File: config.mk
export PLATFORM = sky130hd
export DESIGN_NAME = cdb_arbiter
export DESIGN_NICKNAME = d
export VERILOG_FILES = /design/src/rtl/cdb_arbiter.sv
export SDC_FILE = /design/constraint.sdc
export NUM_CORES = 1
export LEC_CHECK = 0
export ABC_AREA = 1
export BUFFER_PORTS_ARGS = -buffer_cell sky130_fd_sc_hd__buf_4
export CAP_MARGIN = 40
export CORE_AREA = 2 2 278 280
export CTS_BUF_LIST = sky130_fd_sc_hd__clkbuf_8
export DETAILED_ROUTE_END_ITERATION = 8
export DIE_AREA = 0 0 280 282
export PLACE_DENSITY = 0.46
export SYNTH_ARGS = -nofsm -noshare
export SYNTH_HDL_FRONTEND = slang
export SYNTH_SLANG_ARGS = --single-unit
File: constraint.sdc
create_clock -name clk -period 2 [get_ports clk]
set_input_delay 0.3 -clock clk [delete_from_list [all_inputs] [get_ports clk]]
set_output_delay 0.3 -clock clk [all_outputs]
set_load 0.01 [all_outputs]
File: src/rtl/cdb_arbiter.sv
// Common data bus arbiter: collects finished results from the functional
// units, grants one FU per cycle by round-robin, and registers the winning
// result onto the CDB that feeds the ROB, reservation stations and regfile.
//
// Handshake: an FU raises fu_done[i] with fu_data[i] and holds both stable
// until it sees cdb_ack[i] high at a clk edge. On that same edge the arbiter
// captures fu_data[i]. The FU drops fu_done[i] in the following cycle.

package cdb_pkg;

    // Result record broadcast on the CDB. The arbiter never looks inside it.
    typedef struct packed {
        logic [5:0]  pd_s;       // physical destination register
        logic [4:0]  rob_num;    // ROB entry of the producing instruction
        logic [31:0] pd_v;       // result value
        logic        br_en;      // branch taken
        logic [31:0] br_target;  // branch target
        logic [63:0] rvfi_data;  // retirement trace payload
    } fu_cdb_data_t;

endpackage

module cdb_arbiter
    import cdb_pkg::*;
#(
    parameter  int NUM_FU = 4,
    localparam int PTR_W  = (NUM_FU > 1) ? $clog2(NUM_FU) : 1
) (
    input  logic                     clk,
    input  logic                     rst,
    input  logic                     branch_mispredict,
    input  logic [NUM_FU-1:0]        fu_done,
    input  fu_cdb_data_t [NUM_FU-1:0] fu_data,
    output logic [NUM_FU-1:0]        cdb_ack,
    output logic                     cdb_valid,
    output fu_cdb_data_t             cdb_data,
    output logic [PTR_W-1:0]         cdb_src,
    output logic [PTR_W-1:0]         dbg_rr_ptr
);

    // Index arithmetic is done one bit wider so ptr + offset never overflows
    // before the modulo-NUM_FU fold.
    localparam logic [PTR_W:0]   NUM_FU_W = (PTR_W + 1)'(NUM_FU);
    localparam logic [PTR_W-1:0] LAST_FU  = PTR_W'(NUM_FU - 1);

    // Architectural state
    logic [PTR_W-1:0] rr_ptr_q,    rr_ptr_d;
    logic             cdb_valid_q, cdb_valid_d;
    fu_cdb_data_t     cdb_data_q,  cdb_data_d;
    logic [PTR_W-1:0] cdb_src_q,   cdb_src_d;

    // Grant datapath
    logic [PTR_W:0]   cand;
    logic             found;
    logic [PTR_W-1:0] grant_idx;
    logic             grant_v;
    logic [PTR_W-1:0] ptr_after_grant;

    // Round-robin scan of fu_done starting at rr_ptr, wrapping modulo NUM_FU.
    always_comb begin
        cand      = '0;
        found     = 1'b0;
        grant_idx = '0;
        for (int k = 0; k < NUM_FU; k++) begin
            cand = {1'b0, rr_ptr_q} + (PTR_W + 1)'(k);
            if (cand >= NUM_FU_W) begin
                cand = cand - NUM_FU_W;
            end
            if (!found && fu_done[cand[PTR_W-1:0]]) begin
                found     = 1'b1;
                grant_idx = cand[PTR_W-1:0];
            end
        end
    end

    // A grant is suppressed while reset or a mispredict flush is in progress,
    // so pending results are discarded rather than acked.
    assign grant_v = found && !rst && !branch_mispredict;

    // Pointer moves just past the winner; explicit wrap keeps it below NUM_FU
    // even when NUM_FU is not a power of two.
    assign ptr_after_grant = (grant_idx == LAST_FU) ? '0 : grant_idx + PTR_W'(1);

    // One-hot acknowledge to the winning FU, same cycle as its fu_done.
    always_comb begin
        cdb_ack = '0;
        if (grant_v) begin
            cdb_ack[grant_idx] = 1'b1;
        end
    end

    // Next-state: capture the winner on a grant edge, otherwise hold data/ptr
    // and drop valid (covers idle and mispredict edges alike).
    always_comb begin
        rr_ptr_d    = rr_ptr_q;
        cdb_valid_d = 1'b0;
        cdb_data_d  = cdb_data_q;
        cdb_src_d   = cdb_src_q;
        if (grant_v) begin
            rr_ptr_d    = ptr_after_grant;
            cdb_valid_d = 1'b1;
            cdb_data_d  = fu_data[grant_idx];
            cdb_src_d   = grant_idx;
        end
    end

    // State registers with synchronous reset; reset dominates a mispredict.
    always_ff @(posedge clk) begin
        if (rst) begin
            rr_ptr_q    <= '0;
            cdb_valid_q <= 1'b0;
            cdb_data_q  <= '0;
            cdb_src_q   <= '0;
        end else begin
            rr_ptr_q    <= rr_ptr_d;
            cdb_valid_q <= cdb_valid_d;
            cdb_data_q  <= cdb_data_d;
            cdb_src_q   <= cdb_src_d;
        end
    end

    assign cdb_valid  = cdb_valid_q;
    assign cdb_data   = cdb_data_q;
    assign cdb_src    = cdb_src_q;
    assign dbg_rr_ptr = rr_ptr_q;

endmodule

## Word level (Yosys, flattened, before mapping)

Cells that the tools add are included.

- Word-level logic and storage cells: 66
- Flip-flop bits (word level): 145
- Output and inout port bits: 149

- Equality and inequality tests: 1
- Mux-type cells: 27
- Reductions and logical operators: 11
- Add/sub/neg operators: 8
- $lt $le $gt $ge: 10

Operators by type and width:

| operator | number |
|---|---|
| $bmux 140 s2 | 1 |
| $mux 140 | 1 |
| $mux 2 | 9 |
| $lt 2x3->1 const B | 5 |
| $mux 1 | 10 |
| $ge 3x3->1 const B | 3 |
| $bmux 1 s2 | 4 |
| $sub 2x1->2 const B | 4 |
| $add 2x2->3 const B | 2 |
| $logic_and 1x1->1 | 6 |
| $logic_not 1->1 | 5 |
| $mux 4 | 1 |
| $add 2x1->3 const B | 1 |
| $ge 2x3->1 const B | 1 |
| $add 2x1->2 const B | 1 |
| $demux 1 s2 | 1 |
| $eq 2x2->1 const B | 1 |
| $ge 2x1->1 const B | 1 |

## Longest topological paths before layout

Gate-level depths: netlist (run 1).

- Depth after elaboration: 19
- Gate-level depth with buffers: 17

## Least setup slack after synthesis (run 1)

OpenSTA, ideal clock, no wires.

- Kind: flip-flop to output port
- Start point: reg rr_ptr_q[0] (netlist: dbg_rr_ptr[0])
- End point: out cdb_ack[0]
- Path slack: -0.171 ns
- Cell stages (with the launch flop): 14
- Arrival time: 1.871 ns
- Required time: 1.700 ns
- Cell sequence: dfxtp_1 buf_4 nand2_1 nand2_1 nand2_1 nand2_1 nor2_2 nand3_1 nand2_1 nor2_2 inv_2 buf_6 buf_4 nor3_1

- Word-level cells in the longest chain between the ends: 19
- Elaborated cells between the ends (all ways): 45
- Those cells by class: add/sub (7); order compare (6); mux (23); reduce/logical (9)

Ends and longest elaborated chain:

| item | RTL line | RTL |
|---|---|---|
| start: declaration | 47 | `logic [PTR_W-1:0] rr_ptr_q, rr_ptr_d;` |
| start signal: assignment | 115 | `rr_ptr_q <= rr_ptr_d;` |
| branches (longest 18 deep; another with $add 2x1->3) | n/a |  |
| $mux 4 (*) | 87 | `if (grant_v) begin` |
| end: declaration | 34 | `output logic [NUM_FU-1:0] cdb_ack,` |

Mark *: on every way between the ends. The select of a mux whose other input is x is not followed.

## Worst setup path after layout (run 1)

Ends and elaborated chain as after synthesis.

==> results of run 1 <==
## metrics by stage
step / setup TNS [ps] / instances
after global routing: -65760 / 3877
after global placement: -29040 / 3761
after detailed placement: -28740 / 3761
after CTS: -64580 / 3859
final: -44740 / 3877
after floorplan: 0 / 2075
## what timing repair did
item | CTS | global route
cloned | 32 | 8
endpoints found under the setup margin | 145 | 149
buffers inserted | 35 | 15
hold buffers | 1 | 0
endpoints found under the hold margin | 2 | 0
pin swaps | 40 | 91
resized for setup | 208 | 161
## sequential cells by signal, summed over array words and instances, names as in the netlist
register    cells
cdb_src         2
cdb_valid       1
cdb_data      140
dbg_rr_ptr      2
## report_power, final
| part | total, mW | internal, mW | switching [mW] |
|---|---|---|---|
| combinational | 36.8 | 17.3 | 19.6 |
| sequential | 5.17 | 4.33 | 0.842 |
| clock | 2.48 | 1.03 | 1.45 |
## worst max-delay path, cell delays in order (launching register included)
cell      delay [ps]
dfxtp_4          390
buf_6            140
nand2_4           70
nand3_2          100
nand2_4           90
inv_2             50
buf_4            120
nand3b_1         120
nand3_4          150
buf_12           170
nor3_4           170
buf_6            140
## layout make-up
type,count,area (µm²)
clock inverters,14,131
inverters,14,80.1
clock buffers,18,248
fillers,8512,54000
multi-input cells,1746,8110
repair buffers,962,8940
well taps,978,1220
flip-flops and latches,145,2910
## kinds of logic (layout without fill, tap and decap cells)
group	after synthesis	after routing	synth area share, %
flip-flops	145	145	26.3
AND/OR/NAND/NOR	1740	1740	64.2
AO/OA/AOI/OAI	6	6	0.272
buffers and inverters	184	1008	9.22
## cells in the final DEF, fill, tap and decap left out, drive strengths merged
cell type    count
a21oi            5
clkbuf          23
o21ai            1
nor2             6
nand3b           1
nand3          431
clkinv           6
nor3             1
buf            945
dfxtp          145
bufinv           1
dlygate4sd3      1
clkinvlp         2
inv             19
bufbuf          11
nand2         1301
## layer usage
metal  vias to the layer above  track usage [%]  part of all wire, %  wire length, µm
met5                         -                0                    0                0
met1                      7418             21.1                   43            30600
met2                       638             28.9                   48            33800
met3                        66             3.70                  6.8             4820
li1                       8179                -                    -                -
met4                         0             5.73                  2.6             1830
## worst min path at each step
stage	start	end	cells after the start
floorplan	rst	cdb_src[0]	1
detailed placement	cdb_data[18]	cdb_data[18]	2
global placement	cdb_src[0]	cdb_src[0]	2
finish	fu_data[308]	cdb_data[28]	7
global route	fu_data[124]	cdb_data[124]	7
CTS	fu_data[296]	cdb_data[16]	7
==> results.sh, run 1 <==
export IMPL_p_leak_nw=12.1
export IMPL_hpwl_um=50800
export IMPL_worstMarginPinSlew_ps=531
export IMPL_rsz0062_at_grt="yes"
export IMPL_synth_most_common_cell="nand2_1"
export IMPL_vias_per_cell=4.20
export IMPL_antenna_cells=0
export IMPL_max_cap_violations=0
export IMPL_cts_root_buf="clkbuf_8"
export IMPL_endpoint_kind="primary output"
export IMPL_die_h_um=282
export IMPL_grt_use_total_pct=17.0
export IMPL_regToRegEndpoint="cdb_data[91]"
export IMPL_ys_async_sr_fraction_pct=0
export IMPL_startpoint="dbg_rr_ptr[0]"
export IMPL_antenna_left=0
export IMPL_r2r_cells=20
export IMPL_cts_max_path_buffers=2
export IMPL_area_delta_synth_final_pct=95.9
export IMPL_vias=16300
export IMPL_die_area_um2=79000
export IMPL_gp_congestion=0.878
export IMPL_start_util_pct=14.6
export IMPL_syn_nets=2642
export IMPL_drt_iter0_drc=687
export IMPL_finalHoldViolCount=0
export IMPL_finalCritPeriodShare_pct=128
export IMPL_ys_types=19
export IMPL_power_density_cell_area_nw_per_um2=2050
export IMPL_max_freq_ghz=0.392
export IMPL_h_tree_depth=4
export IMPL_grt_pass1_wl_um=100000
export IMPL_clk_latency_ps=540
export IMPL_ios=716
export IMPL_synth_area_leader_cell="nand2_1"
export IMPL_remaining_drc_errors=0
export IMPL_ys_seq_elements=145
export IMPL_whs_ps=116
export IMPL_clock_sinks=145
export IMPL_arrival_ps=2250
export IMPL_path_max_fanout=6
export IMPL_violations="setup timing"
export IMPL_postPlaceCellArea_um2=18400
export IMPL_wirelength_um=71000
export IMPL_drive_above_1_share_pct=42.0
export IMPL_grt_max_degree=80
export IMPL_die_width_um=280
export IMPL_ys_top_cells_by_area="nand2_1 44%, dfxtp_1 26%, nand3_1 19%"
export IMPL_row_count=101
export IMPL_maxSlewViolCount=0
export IMPL_ys_seq_area_share_pct=26.3
export IMPL_io_buffers=715
export IMPL_synth_top_area_share_pct=44.1
export IMPL_setup_worst_path_end="cdb_ack[0]"
export IMPL_wl_per_cell_um=18.3
export IMPL_synth_edf_count=0
export IMPL_ff2ff_setup_slack_ps=-460
export IMPL_grt_overflow_total=0
export IMPL_dp_slack_ps=-295
export IMPL_fin_util_pct=28.6
export IMPL_path_clk_slew_ps=110
export IMPL_synth_common_cells="1299 x nand2_1, 428 x nand3_1, 145 x dfxtp_1, 94 x buf_2, 42 x clkbuf_1"
export IMPL_avgSynthCellArea_um2=5.33
export IMPL_yosys_warnings=0
export IMPL_finalClockSkew_ps=15.9
export IMPL_reg2reg_from="dbg_rr_ptr[0]"
export IMPL_fin_ws_ps=-552
export IMPL_antenna_found_initial=1
export IMPL_cts_inserted_buffers=17
export IMPL_tritoncts="yes"
export IMPL_ir_drop_uv=998
export IMPL_first_pass_iters=8
export IMPL_startpoint_type="register"
export IMPL_setup_viol_count_final=147
export IMPL_slew_headroom_pct=64.6
export IMPL_run_status="complete, but fails checks"
export IMPL_design_core_area_um2=75700
export IMPL_fin_crit_ps=2550
export IMPL_min_path_type="input port to register"
export IMPL_crit_type="register to primary output"
export IMPL_synth_area_um2=11100
export IMPL_finalPower_mw=44.5
export IMPL_ys_flop_type="dfxtp_1"
export IMPL_nNetsFinal=3453
export IMPL_postSynthCellCount=2075
export IMPL_design_area_um2=21700
export IMPL_grt_pass1_vias=16000
export IMPL_worstPathRequired_ps=1700
(Power assumes the default switching activity.)
==> run 2, diff against run 1 <==
SKIP_LAST_GASP = 1   (was unset)
==> results.sh, run 2 (same netlist as run 1, synthesis figures left out) <==
export IMPL_run_status="complete, but fails checks"
export IMPL_violations="setup timing"
export IMPL_r2r_cells=19
export IMPL_design_area_um2=21500
export IMPL_rsz0062_at_grt="yes"
export IMPL_reg2reg_from="dbg_rr_ptr[0]"
export IMPL_fin_util_pct=28.4
export IMPL_vias_per_cell=4.17
export IMPL_fillers=8534
export IMPL_whs_ps=115
export IMPL_row_count=101
export IMPL_nNetsFinal=3455
export IMPL_crit_chain="buf_6 -> nand2_4 -> nand3_2 -> nand2_4 -> nor2_4 -> nand3_4 -> nor2_4 -> nor2_4 -> buf_4 -> buf_12 -> nand3_2 -> inv_2 -> buf_6"
export IMPL_postPlaceCellArea_um2=18400
export IMPL_layout_commonest_cell="nand2_1"
export IMPL_grt_pass1_vias=16000
export IMPL_start_util_pct=14.6
export IMPL_fin_ws_ps=-559
export IMPL_ff2ff_setup_slack_ps=-450
export IMPL_dp_slack_ps=-295
export IMPL_cts_max_path_buffers=2
export IMPL_fin_crit_ps=2560
export IMPL_area_delta_synth_final_pct=94.3
export IMPL_grt_use_total_pct=17.0
export IMPL_cts_root_buf="clkbuf_8"
export IMPL_ios=716
export IMPL_drive_above_1_share_pct=40.0
export IMPL_cpMaxStageDelayCell="dfxtp_4"
export IMPL_cp_depth=13
export IMPL_grt_max_degree=80
export IMPL_endpoint_kind="primary output"
export IMPL_wl_per_cell_um=18.3
export IMPL_finalHoldViolCount=0
export IMPL_max_cap_violations=0
export IMPL_finalClockSkew_ps=18.2
export IMPL_first_pass_iters=5
export IMPL_critPathTopFamily="simple AND/OR/NAND/NOR gates"
export IMPL_die_width_um=280
export IMPL_grt_overflow_total=0
export IMPL_die_area_um2=79000
export IMPL_remaining_drc_errors=0
export IMPL_vias=16200
export IMPL_drt_iter0_drc=680
export IMPL_clock_sinks=145
export IMPL_finalPower_mw=44.2
export IMPL_h_tree_depth=4
export IMPL_power_density_cell_area_nw_per_um2=2060
export IMPL_hpwl_um=50800
export IMPL_ir_drop_uv=1010
export IMPL_grt_pass1_wl_um=100000
export IMPL_tritoncts="yes"
export IMPL_antenna_found_initial=2
export IMPL_path_max_fanout=6
export IMPL_setup_viol_count_final=147
export IMPL_die_h_um=282
export IMPL_worstPathRequired_ps=1700
export IMPL_cts_inserted_buffers=17
export IMPL_io_buffers=715
export IMPL_most_common_layout_cells="1221 x nand2_1, 829 x buf_4, 365 x nand3_1"
export IMPL_setup_worst_path_end="cdb_ack[1]"
export IMPL_design_core_area_um2=75700
export IMPL_clk_latency_ps=550
export IMPL_largest_reg_flops=140
export IMPL_crit_type="register to primary output"
export IMPL_finalNonFillerCells=3880
export IMPL_min_path_type="input port to register"
export IMPL_startpoint_type="register"
export IMPL_gp_congestion=0.878
export IMPL_p_leak_nw=12.0
export IMPL_worstMarginPinSlew_ps=534
export IMPL_antenna_left=0
export IMPL_slew_headroom_pct=64.4
export IMPL_maxSlewViolCount=0
export IMPL_wirelength_um=71000
export IMPL_max_freq_ghz=0.391
export IMPL_dp_cells=3761
export IMPL_crit_buf_inv=5
export IMPL_arrival_ps=2260
export IMPL_finalCritPeriodShare_pct=128
export IMPL_crit_top_cell="nor2_4"
export IMPL_path_clk_slew_ps=110
export IMPL_cpPeakStageDelay_ps=420
export IMPL_fin_setup_tns_ps=-46510
export IMPL_startpoint="dbg_rr_ptr[0]"
export IMPL_regToRegEndpoint="cdb_data[123]"
## run 2: worst register-to-register path, cell delays in order, from the launching register on
cell and delay, ps:
dfxtp_4 420, buf_6 140, nand2_4 50, nand3_2 80
nand2_4 70, nor2_4 160, nand3_4 130, nand2_8 100
nand2_8 70, buf_8 130, buf_16 150, buf_12 130
buf_16 140, bufbuf_16 300, nand2_1 50, nand2_1 50
nand2_1 50, nand2_1 50, nand2_1 50, nand2_1 40
## run 2: area by class of cell
type | count | area [µm²] | share of cell area, %
Timing Repair Buffer | 964 | 9000 | 41.9
Multi-Input combinational cell | 1746 | 7870 | 36.7
Sequential cell | 145 | 2910 | 13.6
Tap cell | 978 | 1220 | 5.70
Clock buffer | 18 | 248 | 1.15
Clock inverter | 14 | 131 | 0.612
Inverter | 14 | 80.1 | 0.373
Antenna cell | 1 | 2.50 | 0.0117
## run 2: layer usage
metal / part of all wire, % / global-route usage, % / up-vias
met5: 0 / 0 / -
met4: 2.5 / 5.70 / 0
met3: 6.9 / 3.75 / 62
met2: 48 / 28.9 / 631
met1: 43 / 21.1 / 7322
li1: - / - / 8180
## run 2: worst min path at each step
stage / slack (ps) / start / end / depth (start not counted)
floorplan: 370 / rst / cdb_src[0] / 1
global placement: 460 / cdb_src[0] / cdb_src[0] / 2
detailed placement: 460 / cdb_data[18] / cdb_data[18] / 2
CTS: 40 / fu_data[296] / cdb_data[16] / 7
global route: 110 / fu_data[124] / cdb_data[124] / 7
finish: 110 / fu_data[405] / cdb_data[125] / 7
## run 2: timing repair
action                                 CTS  global route
resized for setup                      167           134
endpoints found under the hold margin    2             0
cloned                                  32            10
hold buffers                             1             0
pin swaps                               27            73
setup endpoints to repair              145           149
setup buffers                           35            17
## run 2: report_power, final
part           total, mW  switching, mW  internal [mW]
Clock               2.47           1.44           1.03
Combinational       36.6           19.3           17.3
Sequential          5.17          0.842           4.33
==> run 3, diff against run 2 <==
CELL_PAD_IN_SITES_DETAIL_PLACEMENT = 1   (was unset)
CELL_PAD_IN_SITES_GLOBAL_PLACEMENT = 2   (was unset)
CORE_AREA = 2 2 282 284   (was 2 2 278 280)
DIE_AREA = 0 0 284 286   (was 0 0 280 282)
PLACE_DENSITY = 0.76   (was 0.46)
==> results.sh, run 3 (same netlist as run 1, synthesis figures left out) <==
export IMPL_vias_per_cell=4.25
export IMPL_grt_overflow_total=0
export IMPL_grt_use_total_pct=17.6
export IMPL_wirelength_um=79300
export IMPL_violations="setup timing"
export IMPL_startpoint_type="register"
export IMPL_reg2reg_from="dbg_rr_ptr[0]"
export IMPL_drt_iter0_drc=576
export IMPL_clk_latency_ps=550
export IMPL_antenna_left=0
export IMPL_slew_headroom_pct=69.6
export IMPL_die_width_um=284
export IMPL_fin_crit_ps=2590
export IMPL_crit_top_cell="buf_6"
export IMPL_grt_max_degree=59
export IMPL_most_common_layout_cells="890 x nand2_1, 815 x buf_4, 348 x nand2_2"
export IMPL_vias=16900
export IMPL_worstMarginPinSlew_ps=455
export IMPL_design_area_um2=24100
export IMPL_postPlaceCellArea_um2=18500
export IMPL_gp_congestion=0.865
export IMPL_design_core_area_um2=78400
export IMPL_fin_util_pct=30.7
export IMPL_remaining_drc_errors=0
export IMPL_r2r_cells=21
export IMPL_path_clk_slew_ps=120
export IMPL_cts_inserted_buffers=17
export IMPL_ios=716
export IMPL_nNetsFinal=3470
export IMPL_cpPeakStageDelay_ps=400
export IMPL_cpMaxStageDelayCell="dfxtp_4"
export IMPL_hold_path_end="cdb_data[133]"
export IMPL_die_h_um=286
export IMPL_max_cap_violations=0
export IMPL_setup_viol_count_final=145
export IMPL_io_buffers=715
export IMPL_largest_reg_flops=140
export IMPL_ir_drop_uv=877
export IMPL_path_max_fanout=6
export IMPL_clock_sinks=145
export IMPL_start_util_pct=14.1
export IMPL_p_leak_nw=12.6
export IMPL_grt_pass1_vias=17000
export IMPL_cts_root_buf="clkbuf_8"
export IMPL_die_area_um2=81200
export IMPL_max_freq_ghz=0.386
export IMPL_maxSlewViolCount=0
export IMPL_finalClockSkew_ps=22.4
export IMPL_finalHoldViolCount=0
export IMPL_layout_commonest_cell="nand2_1"
export IMPL_min_path_type="input port to register"
export IMPL_h_tree_depth=4
export IMPL_antenna_found_initial=5
export IMPL_grt_pass1_wl_um=108000
export IMPL_hpwl_um=55000
export IMPL_fin_ws_ps=-593
export IMPL_ff2ff_setup_slack_ps=-550
export IMPL_crit_chain="buf_6 -> nand2_4 -> nand3_2 -> nand2_4 -> inv_2 -> nand3_4 -> nor2_4 -> nor2_4 -> clkinv_4 -> buf_6 -> nor3_4 -> buf_6"
export IMPL_fillers=9660
export IMPL_run_status="complete, but fails checks"
export IMPL_regToRegEndpoint="cdb_data[80]"
export IMPL_drive_above_1_share_pct=56.8
export IMPL_first_pass_iters=4
export IMPL_finalCritPeriodShare_pct=130
export IMPL_startpoint="dbg_rr_ptr[0]"
export IMPL_worstPathRequired_ps=1700
export IMPL_arrival_ps=2290
export IMPL_endpoint_kind="primary output"
export IMPL_wl_per_cell_um=20.0
export IMPL_area_delta_synth_final_pct=118
export IMPL_crit_type="register to primary output"
export IMPL_row_count=103
export IMPL_rsz0062_at_grt="yes"
export IMPL_power_density_cell_area_nw_per_um2=2150
export IMPL_cts_max_path_buffers=2
export IMPL_tritoncts="yes"
export IMPL_hold_start="fu_data[413]"
export IMPL_min_path_cells=7
run 3: worst max-delay path by stage:
| stage | endpoint | slack, ps | cells after the start |
|---|---|---|---|
| 2_1_floorplan | cdb_ack[0] | 3 | 12 |
| 3_5_place_dp | cdb_data[72] | -260 | 17 |
| 4_1_cts | cdb_ack[0] | -700 | 13 |
| 6_report | cdb_ack[0] | -590 | 12 |
| 5_1_grt | cdb_ack[0] | -740 | 13 |
| 3_3_place_gp | cdb_data[72] | -250 | 15 |
run 3: metrics by stage:
step	setup slack, ps	instances	total power, mW	hold slack [ps]	TNS, ps
5_1_grt	-743	3968	55.4	113	-78500
6_report	-593	3969	51.7	130	-60570
3_5_place_dp	-263	3837	32.1	460	-22760
2_1_floorplan	2.83	2075	20.1	369	0
4_1_cts	-700	3926	44.2	35.6	-46030
3_3_place_gp	-253	3837	32.0	456	-17850
run 3: area by class of cell:
cell class              count  area (µm²)  area share (%)
diodes                      3        7.51          0.0312
multi-input cells        1746       10100            41.9
clock inverters            15         154           0.639
flip-flops and latches    145        2910            12.1
clock buffers              17         234           0.972
inverters                  14        82.6           0.343
well taps                1050        1310            5.46
repair buffers            979        9290            38.6
run 3: where the power goes:
part	switching [mW]	internal, mW	total, mW
Clock	1.54	1.02	2.56
Sequential	0.867	4.33	5.20
Combinational	23.7	20.2	43.9
run 3: per-layer routing:
metal	track usage [%]	up-vias	share of wire (%)	wire length [µm]
met5	0	-	0.029	23
met4	4.13	4	2.2	1720
met1	21.3	8023	41	32800
li1	-	8216	-	-
met2	30.9	526	50	39800
met3	4.69	84	6.3	5010
run 3: worst max-delay path: cells and delay by family (launching register included):
family	cells	cell delay, ps
buffers and inverters	5	560
and+or+nand+nor	7	780
DFF	1	400
run 3: timing repair:
action | CTS | global route
cloned | 23 | 26
setup buffers | 33 | 26
resized for setup | 317 | 627
setup endpoints to repair | 146 | 146
endpoints found under the hold margin | 2 | 0
hold buffers | 1 | 0
pin swaps | 284 | 387
